$ cat src/rtl/key_pulse_bank.sv
// rtl/key_pulse_bank.sv - multi-channel key debouncer with edge and auto-repeat pulses
module key_pulse_bank #(
  parameter int CH         = 5,
  parameter int DIV        = 1000000,
  parameter int STABLE     = 3,
  parameter int REPEAT_DLY = 50,
  parameter int REPEAT_PER = 10
) (
  input  logic          clk,
  input  logic          rst_n,
  input  logic [CH-1:0] key_in,
  input  logic [1:0]    mode,
  input  logic          repeat_en,
  output logic [CH-1:0] level,
  output logic [CH-1:0] pulse,
  output logic [CH-1:0] hold,
  output logic          tick
);

  localparam int DW   = (DIV > 1) ? $clog2(DIV) : 1;
  localparam int SW   = $clog2(STABLE + 1);
  localparam int RMAX = (REPEAT_DLY > REPEAT_PER) ? REPEAT_DLY : REPEAT_PER;
  localparam int RW   = $clog2(RMAX + 1);

  typedef enum logic [1:0] {
    IDLE   = 2'd0,
    WAIT   = 2'd1,
    REPEAT = 2'd2
  } rep_state_t;

  logic [DW-1:0] div_cnt;
  logic [CH-1:0] sync1;
  logic [CH-1:0] sync;
  logic          rise_en;
  logic          fall_en;
  logic          rep_ok;

  always_ff @(posedge clk or negedge rst_n) begin
    if (!rst_n) begin
      div_cnt <= '0;
    end else if (div_cnt == DW'(DIV - 1)) begin
      div_cnt <= '0;
    end else begin
      div_cnt <= div_cnt + 1'b1;
    end
  end

  assign tick = (div_cnt == DW'(DIV - 1));

  always_ff @(posedge clk or negedge rst_n) begin
    if (!rst_n) begin
      sync1 <= '0;
      sync  <= '0;
    end else begin
      sync1 <= key_in;
      sync  <= sync1;
    end
  end

  // mode 11 behaves as rising-only; falling-only mode also suppresses auto-repeat
  assign rise_en = (mode != 2'b01);
  assign fall_en = (mode == 2'b01) || (mode == 2'b10);
  assign rep_ok  = repeat_en && (mode != 2'b01);

  for (genvar g = 0; g < CH; g++) begin : g_ch
    logic [SW-1:0] stab_cnt;
    logic [RW-1:0] rcnt;
    logic          lvl_r;
    logic          pls_r;
    logic          hold_r;
    logic          flip;
    logic          rise;
    logic          fall;
    rep_state_t    st;

    assign flip = tick && (sync[g] != lvl_r) && (int'(stab_cnt) + 1 >= STABLE);
    assign rise = flip && !lvl_r;
    assign fall = flip && lvl_r;

    always_ff @(posedge clk or negedge rst_n) begin
      if (!rst_n) begin
        stab_cnt <= '0;
        lvl_r    <= 1'b0;
      end else if (tick) begin
        if (sync[g] == lvl_r) begin
          stab_cnt <= '0;
        end else if (flip) begin
          lvl_r    <= ~lvl_r;
          stab_cnt <= '0;
        end else if (int'(stab_cnt) < STABLE - 1) begin
          stab_cnt <= stab_cnt + 1'b1;
        end
      end
    end

    // a release on the same tick as a repeat expiry takes priority
    always_ff @(posedge clk or negedge rst_n) begin
      if (!rst_n) begin
        st     <= IDLE;
        rcnt   <= '0;
        pls_r  <= 1'b0;
        hold_r <= 1'b0;
      end else begin
        pls_r <= 1'b0;
        if (rise) begin
          pls_r  <= rise_en;
          st     <= rep_ok ? WAIT : IDLE;
          rcnt   <= '0;
          hold_r <= 1'b0;
        end else if (fall) begin
          pls_r  <= fall_en;
          st     <= IDLE;
          rcnt   <= '0;
          hold_r <= 1'b0;
        end else if (!rep_ok) begin
          st     <= IDLE;
          rcnt   <= '0;
          hold_r <= 1'b0;
        end else if (tick) begin
          case (st)
            WAIT: begin
              if (int'(rcnt) + 1 >= REPEAT_DLY) begin
                pls_r  <= 1'b1;
                st     <= REPEAT;
                rcnt   <= '0;
                hold_r <= 1'b1;
              end else begin
                rcnt <= rcnt + 1'b1;
              end
            end
            REPEAT: begin
              if (int'(rcnt) + 1 >= REPEAT_PER) begin
                pls_r <= 1'b1;
                rcnt  <= '0;
              end else begin
                rcnt <= rcnt + 1'b1;
              end
            end
            default: begin
              rcnt <= '0;
            end
          endcase
        end
      end
    end

    assign level[g] = lvl_r;
    assign pulse[g] = pls_r;
    assign hold[g]  = hold_r;
  end

endmodule

$ cat config.mk
export PLATFORM = sky130hd
export DESIGN_NAME = key_pulse_bank
export DESIGN_NICKNAME = d
export VERILOG_FILES = /design/src/rtl/key_pulse_bank.sv
export SDC_FILE = /design/constraint.sdc
export NUM_CORES = 1
export LEC_CHECK = 0
export CAP_MARGIN = 20
export CORE_MARGIN = 3
export CORE_UTILIZATION = 61
export DETAILED_ROUTE_END_ITERATION = 6
export PLACE_DENSITY = 0.81
export RECOVER_POWER = 50
export SKIP_CTS_REPAIR_TIMING = 1
export SYNTH_ARGS = -nofsm -noshare
export SYNTH_HDL_FRONTEND = slang
export SYNTH_SLANG_ARGS = --single-unit
$ cat constraint.sdc
create_clock -name clk -period 3.05 [get_ports clk]
set_clock_uncertainty 0.15 [all_clocks]
set_input_delay 0.7625 -clock clk [delete_from_list [all_inputs] [get_ports clk]]
set_output_delay 0.7625 -clock clk [all_outputs]
set_load 0.02 [all_outputs]
==> results.md, run 1 <==
* DRT Pass-1 Iters at 6
* Post-synthesis async set-or-reset flop share at 100%
* Peak VDD IR at 0.341 mV
* HP Class: reg -> reg
* DRT iter0 DRCs at 349
* Distinct cells, synth at 64
* Synth Area in Adders at 7.36%
* # setup viols final at 0
* WL/cell at 15.5 um
* Status: finished, violations left
* Critical path class: reg -> out
* Number of port buffers at 25
* Worst EP arrival at 1.99 ns
* Drt drc at 0
* Max_slew headroom at -44.8%
* RSZ-0062 raised after global routing: no
* Tmin final at 2.90 ns
* R2r setup slk at 0.31 ns
* Compound-Gate Fraction of Synth Area at 16.8%
* Number of synthesized flops with an enable pin at 0
* Via/cell ratio at 6.08
* Violated checks: max-capacitance violations, max-slew violations
* Pwr per Cell Area at 362 nW/um^2
* CTS Root Cell: clkbuf_8
* Post-Route WL at 11.3 mm
* Gpl congestion at 0.933
* Vias at 4433
* Vias in the first global route at 4229
* Clock Tree Buf Depth at 2
* Total Power at 2140 uW
* Half-perimeter wire length after detailed placement at 8.13 mm
* Endpoints failing hold at 0
* H-tree depth at 3
* Initial antenna violation count at 0
* Syn_area_per_cell at 8.91 um^2
* Largest family of logic cells by synthesized area: simple AND/OR/NAND/NOR gates
* Num CTS Buffers at 9
* Grt total ovfl at 0
* FF-to-FF End: g_ch[3].rcnt[2]
* XOR/XNOR share of the synthesized area at 5.16%
* CP Capture Type: output pin
* R2R depth at 9
* I/O pins at 26
* Die width at 100 um
* Total global-route track usage at 24.0%
* Crit path to: tick
* #FFs+latches synth at 90
* Critical R2R Launch: div_cnt[12]
* Crit-path max FO at 3
* Clk pin slew, worst setup/hold paths at 0.09 ns
* Row count at 33
* ANT cells at 0
* Final Net Count at 662
* Clk sinks at 90
* Simple-Gate Fraction of Synth Area at 21.9%
* Core area at 8420 um^2
* Synthesized Nets at 652
* Largest net degree at the start of global routing at 54
* Die area at 10100 um^2
* Actual slew at the worst max-slew pin at 2.17 ns
* Max cap viols at 1
* Antenna-violating nets left at 0
* Die height at 100 um
* Startpoint types: flip-flop
* Post-synthesis sequential area ratio at 41.4%
* Placed cell count at 714
* TritonCTS clock tree: built
* Crit. Startpoint: div_cnt[12]
* Leak at 0.00264 uW
* Slew Viols, Final at 38
* Cells after synthesis at 610
* Area growth from synthesis to layout at 8.84%
* Worst EP required at 2.14 ns
* Yosys warns at 0
* Max Freq at 0.344 GHz
* Global-route wire length before repair at 19.6 mm
* Initial Util at 64.5%
* Netlist Area Pre-Place at 5440 um^2
* Ys flop type: dfrtp_1
* Worst-Skew Late Latency at 0.35 ns
* Fin crit share at 95.2%
* Mux share of post-synthesis cell area at 0.759%
* Finished Layout Cells at 729
* Hold slack at 0.215 ns
* Share of cells above drive strength 1 at 5.77%
==> critical path, stage by stage (launching register included) <==
cell and delay [ns]:
dfrtp_1 0.41, or4b_4 0.55, nor4b_4 0.31, nand2_2 0.10, clkinv_2 0.06, dlymetal6s2s_1 0.21
==> cells in the mapped netlist (6+ instances only) <==
| library cell | number | area share, % |
|---|---|---|
| a21oi_1 | 37 | 3.4 |
| nor3_1 | 9 | 0.83 |
| nand4_1 | 8 | 0.92 |
| inv_1 | 39 | 2.7 |
| nor2b_1 | 8 | 0.92 |
| buf_4 | 16 | 2.2 |
| nand3_1 | 26 | 2.4 |
| nand2b_1 | 19 | 2.2 |
| and3_1 | 10 | 1.2 |
| a31oi_1 | 7 | 0.81 |
| ha_1 | 32 | 7.4 |
| nor2_1 | 53 | 3.7 |
| a21o_1 | 12 | 1.7 |
| nor3b_1 | 8 | 1.1 |
| o21ai_0 | 38 | 3.5 |
| a211o_1 | 6 | 0.97 |
| xor2_1 | 11 | 1.8 |
| dfrtp_1 | 90 | 41 |
| nand2_1 | 61 | 4.2 |
| xnor2_1 | 21 | 3.4 |
| clkbuf_1 | 17 | 1.2 |
==> through the flow <==
step	setup WS (ns)	instance area, um^2	TNS [ns]	util (%)
2_1_floorplan	0.225	5440	0	-
3_3_place_gp	0.188	5710	0	67.8
3_5_place_dp	0.159	5710	0	67.8
4_1_cts	-0.251	5920	-0.251	70.3
5_1_grt	0.0618	5920	0	70.2
6_report	0.147	5920	0	70.2
==> layout make-up <==
cell class / count / area, um^2
Sequential cell: 90 / 2250
Tap cell: 105 / 131
Timing Repair Buffer: 36 / 342
Clock inverter: 3 / 46.3
Clock buffer: 12 / 165
Fill cell: 661 / 2510
Inverter: 40 / 151
Multi-Input combinational cell: 443 / 2830
==> cells by family (layout without fill, tap and decap cells) <==
group                    count (synthesis)  count (layout)
AO/OA/AOI/OAI                          142             142
XOR/XNOR                                32              32
adder cells (fa/ha/maj)                 32              32
buffers and inverters                   77              91
flip-flops                              90              90
multiplexers                             4               4
AND/OR/NAND/NOR                        233             233
==> layer usage <==
metal / vias up / global-route usage (%) / share of wire (%)
met5: - / 0 / 0
met4: 0 / 5.70 / 1.3
met3: 19 / 5.07 / 5.0
met2: 129 / 41.3 / 50
met1: 2138 / 30.9 / 44
li1: 2147 / - / -
==> cell usage in the layout (no fill, tap or decap), types with 11 or more instances in the layout <==
cell type / Yosys / layout
ha_1: 32 / 32
nand3_1: 26 / 26
xor2_1: 11 / 11
a21o_1: 12 / 12
o21ai_0: 38 / 38
clkbuf_8: 0 / 12
nand2_1: 61 / 61
nor2_1: 53 / 53
nand2b_1: 19 / 19
clkdlybuf4s50_1: 0 / 18
dfrtp_1: 90 / 90
a21oi_1: 37 / 37
inv_1: 39 / 39
xnor2_1: 21 / 21
==> worst min-delay path by stage <==
| stage | end | cells past startpoint | from | slack, ns |
|---|---|---|---|---|
| 2_1_floorplan | sync[0] | 0 | sync1[0] | 0.18 |
| 3_3_place_gp | sync[0] | 0 | sync1[0] | 0.18 |
| 3_5_place_dp | sync[1] | 0 | sync1[1] | 0.19 |
| 4_1_cts | sync[1] | 0 | sync1[1] | 0.22 |
| 5_1_grt | sync[4] | 0 | sync1[4] | 0.22 |
| 6_report | sync[1] | 0 | sync1[1] | 0.22 |
==> power by group <==
| group | internal, uW | leakage (uW) | switching, uW |
|---|---|---|---|
| clock | 445 | 0.000105 | 416 |
| sequential | 1200 | 0.00122 | 3.92 |
| combinational | 26.6 | 0.00132 | 54.3 |
==> state kept, by name, summed over array words and instances (netlist names) <==
register       flops
g_ch.rcnt         30
div_cnt           20
g_ch.stab_cnt     10
g_ch.hold_r        5
g_ch.lvl_r         5
g_ch.pls_r         5
g_ch.st            5
sync1              5
sync               5
No activity file was read; power rests on OpenSTA's default activity.
==> run 2: changes to the inputs <==
CORE_ASPECT_RATIO = 0.75   (was not set)
==> run 2 against run 1 <==
Compared with the run above: the run now ends clean; maximum frequency grew 1.3%; non-clock buffer count stayed put; utilization shrank 0.32 points; sequential share of layout area fell by 0.45 points; global-route usage decreased by 0.64 points; die area up 0.11%; sequential power about the same; final area rose by 1.2%; hold slack lost 0.016 ns; largest cell class unchanged.
==> results.md, run 2 (same netlist as run 1, synthesis figures left out) <==
* Slew Viols, Final at 0 (-100%)
* Worst EP required at 2.14 ns (about the same)
* Row count at 29 (-12%)
* Critical path class: reg -> out
* Clk pin slew, worst setup/hold paths at 0.07 ns (-0.02 ns)
* DRT iter0 DRCs at 409 (+17%)
* Commonest cells after routing, fill and taps aside: dfrtp_1, nand2_1, nor2_1
* # setup viols final at 0 (unchanged)
* Clk sinks at 90 (unchanged)
* DP Area at 5720 um^2 (+0.29%)
* Max cap viols at 0 (-1)
* Post-Route WL at 11.2 mm (-1.1%)
* H-tree depth at 3 (unchanged)
* Initial Util at 63.5% (-1.1 points)
* Clock Tree Buf Depth at 2 (unchanged)
* Max Freq at 0.349 GHz (+1.3%)
* Final Net Count at 662 (unchanged)
* Most flop-heavy register: g_ch.rcnt
* Hold slack at 0.200 ns (-0.0157 ns)
* Initial antenna violation count at 0 (unchanged)
* Startpoint types: flip-flop
* DRT Pass-1 Iters at 5 (-1)
* Vias at 4357 (-1.7%)
* Grt total ovfl at 0 (unchanged)
* Vias in the first global route at 4116 (-2.7%)
* Core area at 8560 um^2 (+1.7%)
* Worst-Skew Late Latency at 0.34 ns (about the same)
* Drt drc at 0 (unchanged)
* Share of cells above drive strength 1 at 5.92% (+0.15 points)
* Fin crit share at 94.0% (-1.2 points)
* Post-route design area at 5990 um^2 (+1.2%)
* Die height at 87.8 um (-13%)
* Largest net degree at the start of global routing at 45 (-17%)
* Peak VDD IR at 0.304 mV (-11%)
* TritonCTS clock tree: built
* Tmin final at 2.87 ns (-0.0373 ns)
* Global-route wire length before repair at 18.8 mm (-3.8%)
* Pwr per Cell Area at 393 nW/um^2 (+8.6%)
* Util after Layout at 69.9% (-0.32 points)
* Antenna-violating nets left at 0 (unchanged)
* Area growth from synthesis to layout at 10.1%
* Actual slew at the worst max-slew pin at 1.20 ns (-0.974 ns)
* RSZ-0062 raised after global routing: no
* Die area at 10100 um^2 (+0.11%)
* Num CTS Buffers at 9 (unchanged)
* Die width at 115 um (+15%)
* Most common cell after layout, fill and taps aside: dfrtp_1
* Setup TNS Final at 0 ns (unchanged)
* WL/cell at 15.3 um (-1.6%)
* Gpl congestion at 0.932 (-0.13%)
* Max_slew headroom at 20.1% (+65 points)
* CP Capture Type: output pin
* I/O pins at 26 (unchanged)
* Top Registers: g_ch.rcnt: 30 flops, div_cnt: 20 flops, g_ch.stab_cnt: 10 flops
* Crit-path max FO at 2 (-1)
* HP Class: reg -> reg
* Leak at 0.00267 uW (+1.1%)
* ANT cells at 0 (unchanged)
* Via/cell ratio at 5.94 (-2.3%)
* Worst EP arrival at 1.95 ns (-0.04 ns)
* Max FFs per register at 30 (unchanged)
* Half-perimeter wire length after detailed placement at 7.89 mm (-3.0%)
* CTS Root Cell: clkbuf_16
* Endpoints failing hold at 0 (unchanged)
* Status: finished clean
* Number of port buffers at 25 (unchanged)
* Total global-route track usage at 23.3% (-0.64 points)
## run 2: changes by cell type in the layout (fill, tap and decap cells not counted)
cell,previous run,this run
buf_4,10,8
bufinv_16,1,0
clkbuf_16,0,9
clkbuf_2,0,2
clkbuf_8,12,0
clkinvlp_4,1,2
inv_6,1,5
## run 2: stage by stage
step / power, uW / worst slack [ns] / std cells
floorplan: 1250 / 0.225 / 610
global placement: 1310 / 0.202 / 717
detailed placement: 1310 / 0.155 / 717
finish: 2360 / 0.184 / 733
CTS: 2390 / -0.220 / 733
global route: 2430 / 0.0732 / 733
## run 2: metal layers
metal	share of wire, %	wire [um]	global-route usage (%)
met1	48	5320	32.9
met2	46	5140	36.8
met3	5.0	558	4.83
met4	1.5	165	6.72
met5	0	0	0
## run 2: worst max-delay path: stages (launching register included)
cell            delay [ns]
dfrtp_1               0.39
or4b_4                0.56
nor4b_4               0.30
nand2_2               0.09
clkinv_2              0.05
dlymetal6s2s_1        0.21
## run 2: worst paths after layout
kind / from / slack [ns] / to / depth (start not counted)
worst max-delay path: div_cnt[8] / 0.18 / tick / 5
worst min-delay path: sync1[0] / 0.20 / sync[0] / 0
worst max register to register: div_cnt[8] / 0.35 / g_ch[3].rcnt[2] / 9
worst min register to register: sync1[0] / 0.20 / sync[0] / 0
max in group asynchronous: rst_n / 0.64 / g_ch[4].st[0] / 2
min in group asynchronous: rst_n / 0.49 / g_ch[3].rcnt[1] / 1
## run 2: cell type report
class	instances	area, um^2
Multi-Input combinational cell	443	2830
Tap cell	108	135
Fill cell	631	2570
Timing Repair Buffer	36	337
Inverter	40	151
Sequential cell	90	2250
Clock buffer	9	225
Clock inverter	7	58.8
## run 2: where the power goes
group	switching, uW	internal (uW)	leakage, uW
combinational	53.8	24.6	0.00132
clock	508	567	0.000134
sequential	3.70	1200	0.00122
==> run 3: changes to the inputs <==
--- a/config.mk
+++ b/config.mk
@@ -12,2 +12,3 @@
 export DETAILED_ROUTE_END_ITERATION = 6
+export MAX_ROUTING_LAYER = met4
 export PLACE_DENSITY = 0.81
==> constraint.sdc (replaced) <==
create_clock -name clk -period 3.05 [get_ports clk]
set_clock_uncertainty 0.15 [all_clocks]
set_input_delay 0.4575 -clock clk [delete_from_list [all_inputs] [get_ports clk]]
set_output_delay 0.4575 -clock clk [all_outputs]
set_load 0.02 [all_outputs]
==> run 3 against run 2 <==
Compared with the run above: the flow now finishes with violations (max-capacitance violations, max-slew violations); first-iteration DRC count down 37%; hold slack better by 0.0036 ns; non-clock buffer count up 1; clock power about the same; die area unchanged; combinational power up 0.5%; worst setup slack better by 0.090 ns; sequential cell count unchanged; sequential power about the same; count of clock-buffer cells in the layout up 3; critical path type is now reg -> reg; highest routed layer unchanged.
==> results.md, run 3 (same netlist as run 1, synthesis figures left out) <==
* Status: finished, violations left
* Violated checks: max-capacitance violations, max-slew violations
* Setup ws final at 0.274 ns (+0.0902 ns)
* Global-route wire length before repair at 19.4 mm (+2.9%)
* CP Capture Type: flip-flop
* Clock Tree Buf Depth at 2 (unchanged)
* Finished Layout Cells at 734 (+0.14%)
* R2R depth at 9 (unchanged)
* Max FFs per register at 30 (unchanged)
* Peak VDD IR at 0.337 mV (+11%)
* RSZ-0062 raised after global routing: no
* Clk pin slew, worst setup/hold paths at 0.07 ns (about the same)
* Tmin final at 2.78 ns (-0.0902 ns)
* Die height at 87.8 um (unchanged)
* Number of fill cells at 641 (+1.6%)
* Slowest cell on the critical path: or4b_4
* Core area at 8560 um^2 (unchanged)
* ANT cells at 0 (unchanged)
* Crit-path max cell delay at 0.58 ns (+0.02 ns)
* DRT Pass-1 Iters at 5 (unchanged)
* Crit. Startpoint: div_cnt[8]
* Instance count on the critical path at 9 (+4)
* Drt drc at 0 (unchanged)
* Grt total ovfl at 0 (unchanged)
* Num CTS Buffers at 9 (unchanged)
* Startpoint types: flip-flop
* Worst-Skew Late Latency at 0.34 ns (about the same)
* Antenna-violating nets left at 0 (unchanged)
* Max Freq at 0.360 GHz (+3.2%)
* CP cell instances: or4b_4, nor4b_4, nand2_4, clkinv_2, buf_4, nand2_1, a21o_1, nor3b_1, a211o_1
* Hold path start: sync1[1]
* Actual slew at the worst max-slew pin at 2.46 ns (+1.26 ns)
* Total global-route track usage at 24.5% (+1.2 points)
* Die width at 115 um (unchanged)
* Initial Util at 63.5% (unchanged)
* Util after Layout at 70.1% (+0.19 points)
* FF-to-FF End: g_ch[3].rcnt[2]
* Area growth from synthesis to layout at 10.4%
* Number of port buffers at 25 (unchanged)
* CP bufs+invs at 2 (unchanged)
* Largest net degree at the start of global routing at 47 (+4.4%)
* Family with the most delay on the worst path: simple AND/OR/NAND/NOR gates
* DRT iter0 DRCs at 257 (-37%)
* Crit path to: g_ch[3].rcnt[2]
* Max cap viols at 1 (+1)
* Vias in the first global route at 4283 (+4.1%)
* Share of cells above drive strength 1 at 5.91% (-0.0095 points)
* Worst EP arrival at 2.90 ns (+0.95 ns)
* Most flop-heavy register: g_ch.rcnt
* H-tree depth at 3 (unchanged)
* Critical R2R Launch: div_cnt[8]
* Post-Route WL at 11.4 mm (+2.0%)
* Fin crit share at 91.0% (-3.0 points)
* Max_slew headroom at -63.7% (-84 points)
* Clk sinks at 90 (unchanged)
* Half-perimeter wire length after detailed placement at 8.25 mm (+4.6%)
* Post-route design area at 6000 um^2 (+0.27%)
* CTS Root Cell: clkbuf_16
* Total Power at 2330 uW (-1.1%)
* Placed cell count at 718 (+0.14%)
* Via/cell ratio at 6.10 (+2.6%)
* Crit-path max FO at 19 (+17)
* TritonCTS clock tree: built
* Critical path class: reg -> reg
* Most common cell after layout, fill and taps aside: dfrtp_1
* WL/cell at 15.5 um (+1.9%)
* Row count at 29 (unchanged)
* Endpoints failing hold at 0 (unchanged)
* Top Registers: g_ch.rcnt: 30 flops, div_cnt: 20 flops, g_ch.stab_cnt: 10 flops
* Gpl congestion at 0.890 (-4.5%)
* Worst EP required at 3.18 ns (+1.04 ns)
* R2r setup slk at 0.27 ns (-0.08 ns)
* Leak at 0.00270 uW (+0.88%)
* HP Class: reg -> reg
* I/O pins at 26 (unchanged)
* Vias at 4475 (+2.7%)
* Commonest cells after routing, fill and taps aside: dfrtp_1, nand2_1, nor2_1
* Pwr per Cell Area at 388 nW/um^2 (-1.3%)
* DP Area at 5720 um^2 (about the same)
* Die area at 10100 um^2 (unchanged)
* Final Net Count at 663 (+0.15%)
* Post-place setup slack at 0.261 ns (+0.107 ns)
* Initial antenna violation count at 0 (unchanged)
* Slew Viols, Final at 46 (+46)
* # setup viols final at 0 (unchanged)
run 3: changes by cell type in the layout (fill, tap and decap cells not counted), moves of 2 or more:
cell and delta:
buf_4 +3, clkbuf_2 -2, clkbuf_8 +2, clkinv_2 +2
inv_6 -5
run 3: metal layers:
layer	up-vias	wire length [um]	track usage, %
li1	2146	-	-
met1	2180	5370	32.3
met2	129	5230	38.2
met3	20	657	5.46
met4	0	155	7.36
met5	-	0	-
run 3: area by class of cell:
class | instances | area [um^2] | share of cell area [%]
multi-input cells | 443 | 2830 | 47.2
flip-flops and latches | 90 | 2250 | 37.5
repair buffers | 37 | 349 | 5.81
clock buffers | 12 | 256 | 4.27
inverters | 40 | 151 | 2.52
well taps | 108 | 135 | 2.25
clock inverters | 4 | 26.3 | 0.438
run 3: worst min-delay path by stage:
stage | slack [ns] | to | depth (start not counted)
finish | 0.20 | sync[1] | 0
global route | 0.21 | sync[3] | 0
CTS | -0.02 | g_ch[0].rcnt[3] | 1
detailed placement | 0.19 | sync[1] | 0
global placement | 0.19 | sync[2] | 0
floorplan | 0.01 | div_cnt[0] | 0
run 3: metrics by stage:
step / hold WS [ns] / TNS, ns
4_1_cts: -0.0180 / -0.119
3_3_place_gp: 0.186 / 0
2_1_floorplan: 0.0119 / 0
6_report: 0.203 / 0
3_5_place_dp: 0.193 / 0
5_1_grt: 0.215 / 0
run 3: power by group:
part | total [uW] | internal, uW | switching [uW]
Combinational | 78.8 | 25.5 | 53.3
Clock | 1050 | 596 | 453
Sequential | 1200 | 1200 | 3.81
==> RTL edit, RTL diff (config.mk and constraints of run 2) <==
Set the parameter `CH` to 4 (it was 5).
--- a/src/rtl/key_pulse_bank.sv
+++ b/src/rtl/key_pulse_bank.sv
@@ -2,3 +2,3 @@
 module key_pulse_bank #(
-  parameter int CH         = 5,
+  parameter int CH         = 4,
   parameter int DIV        = 1000000,
Interface: changed (resized hold, key_in, level and pulse); port bits go from 26 to 22. The function was not compared with the original's and may differ.
==> RTL edit against run 2 <==
- the flow now finishes with violations (capacitance limit, slew limit)
- sequential cell count down 14
- cell area fell by 14%
- total power fell by 14%
- non-clock buffer count shrank 1
- routed wire length is 13% lower
- synthesized cell count fell by 21%
- setup slack better by 23 ps
- global-route usage increased by 1.4 points
- area after synthesis shrank 16%
- sequential share of layout area down 0.47 points
- largest cell class unchanged
==> RTL edit: results (changes against run 2) <==
| Metric | Value |
|---|---|
| Status | `finished, violations left` |
| Pin count of the biggest net entering global routing | `42 (-6.7%)` |
| Sequential cell area share | `0.3714 (-0.004732)` |
| Non-clk bufs | `35 (-2.8%)` |
| Post-Route Utilization | `0.7288 (+0.02951)` |
| Slowest cell on the critical path | `dfrtp_1` |
| Drt first-iter violations | `284 (-31%)` |
| Syn Inst Count | `484 (-21%)` |
| Yosys cell types | `73 (+14%)` |
| #FFs+latches synth | `76 (-16%)` |
| GPL Wtd Cong | `0.9296 (-0.21%)` |
| DRT Wirelength | `9735 um (-13%)` |
| Share of cells above drive strength 1 | `0.09570 (+0.03650)` |
| Crit path launch | `div_cnt[0]` |
| CTS Root Cell | `clkbuf_8` |
| DP HPWL | `7000 um (-11%)` |
| Fraction of area in multi-input gates | `0.4708 (-0.001616)` |
| Met3 Use GR | `0.05639 (+0.008051)` |
| GR Util met2 | `0.4160 (+0.04838)` |
| M1 WL | `4434 um (-17%)` |
| Crit path max fanout | `5 (+3)` |
| Maxcap violations | `1 (+1)` |
| Met1 track demand over resource | `0.3284 (-0.0008135)` |
| Met3 WL | `546 um (-2.2%)` |
| Data buffer area share | `0.06328 (+0.007073)` |
| Routed wire per std cell | `15.96 um (+4.6%)` |
| Syn_nets | `519 (-20%)` |
| Worst EP arrival | `1930 ps (-20 ps)` |
| Slew Limit Fails | `36 (+36)` |
| Synth top area share | `0.4159 (+0.001599)` |
| Metal2 WL | `4652 um (-9.6%)` |
| Ranking of synthesized cells by area | `dfrtp_1, ha_1, nand2_1, nor2_1, xor2_1` |
| Port bufs | `21 (-16%)` |
| Signal inverters | `30 (-25%)` |
| Clk pwr share | `0.462 (+0.006)` |
| VDD IR max | `0.0002463 V (-19%)` |
| Inst Count DP | `594 (-17%)` |
| Worst path max stage delay | `420 ps (-140 ps)` |
| Clock Buffer Count | `10 (+1)` |
| Slew headroom | `-0.3167 (-0.5181)` |
| First-pass GRT wire length | `17110 um (-9.0%)` |
| Failing checks | `capacitance limit, slew limit` |
| Comb pwr share | `0.038 (+0.005)` |
| Synth cell count leaders | `dfrtp_1, nand2_1, nor2_1, inv_1, ha_1` |
| Area of placed instances | `4872 um2 (-15%)` |
| Comb_multi_in | `355 (-20%)` |
RTL edit: changes by cell type in the layout (fill, tap and decap cells not counted), moves of 11 or more:
cell,run 2,this run
o21ai_0,38,20
nor2_1,53,42
a21o_1,12,1
a21oi_1,37,9
dfrtp_1,90,76
RTL edit: path summary, 6_finish.rpt:
check | end | cells past startpoint | slack (ps)
max | tick | 6 | 210
min | sync[2] | 0 | 210
max reg2reg | g_ch[2].rcnt[4] | 9 | 390
min reg2reg | sync[2] | 0 | 210
max in group asynchronous | g_ch[2].lvl_r | 1 | 800
min in group asynchronous | div_cnt[10] | 1 | 820
RTL edit: kinds of logic (layout without fill, tap and decap cells):
logic type	count (synthesis)	count (layout)	synth area share
fa+ha+maj	26	26	0.07113
buf+inv	53	81	0.05718
flops	76	76	0.4159
mux	4	4	0.009302
xor+xnor	27	27	0.05171
compound gates	106	106	0.1721
simple gates	192	192	0.2227
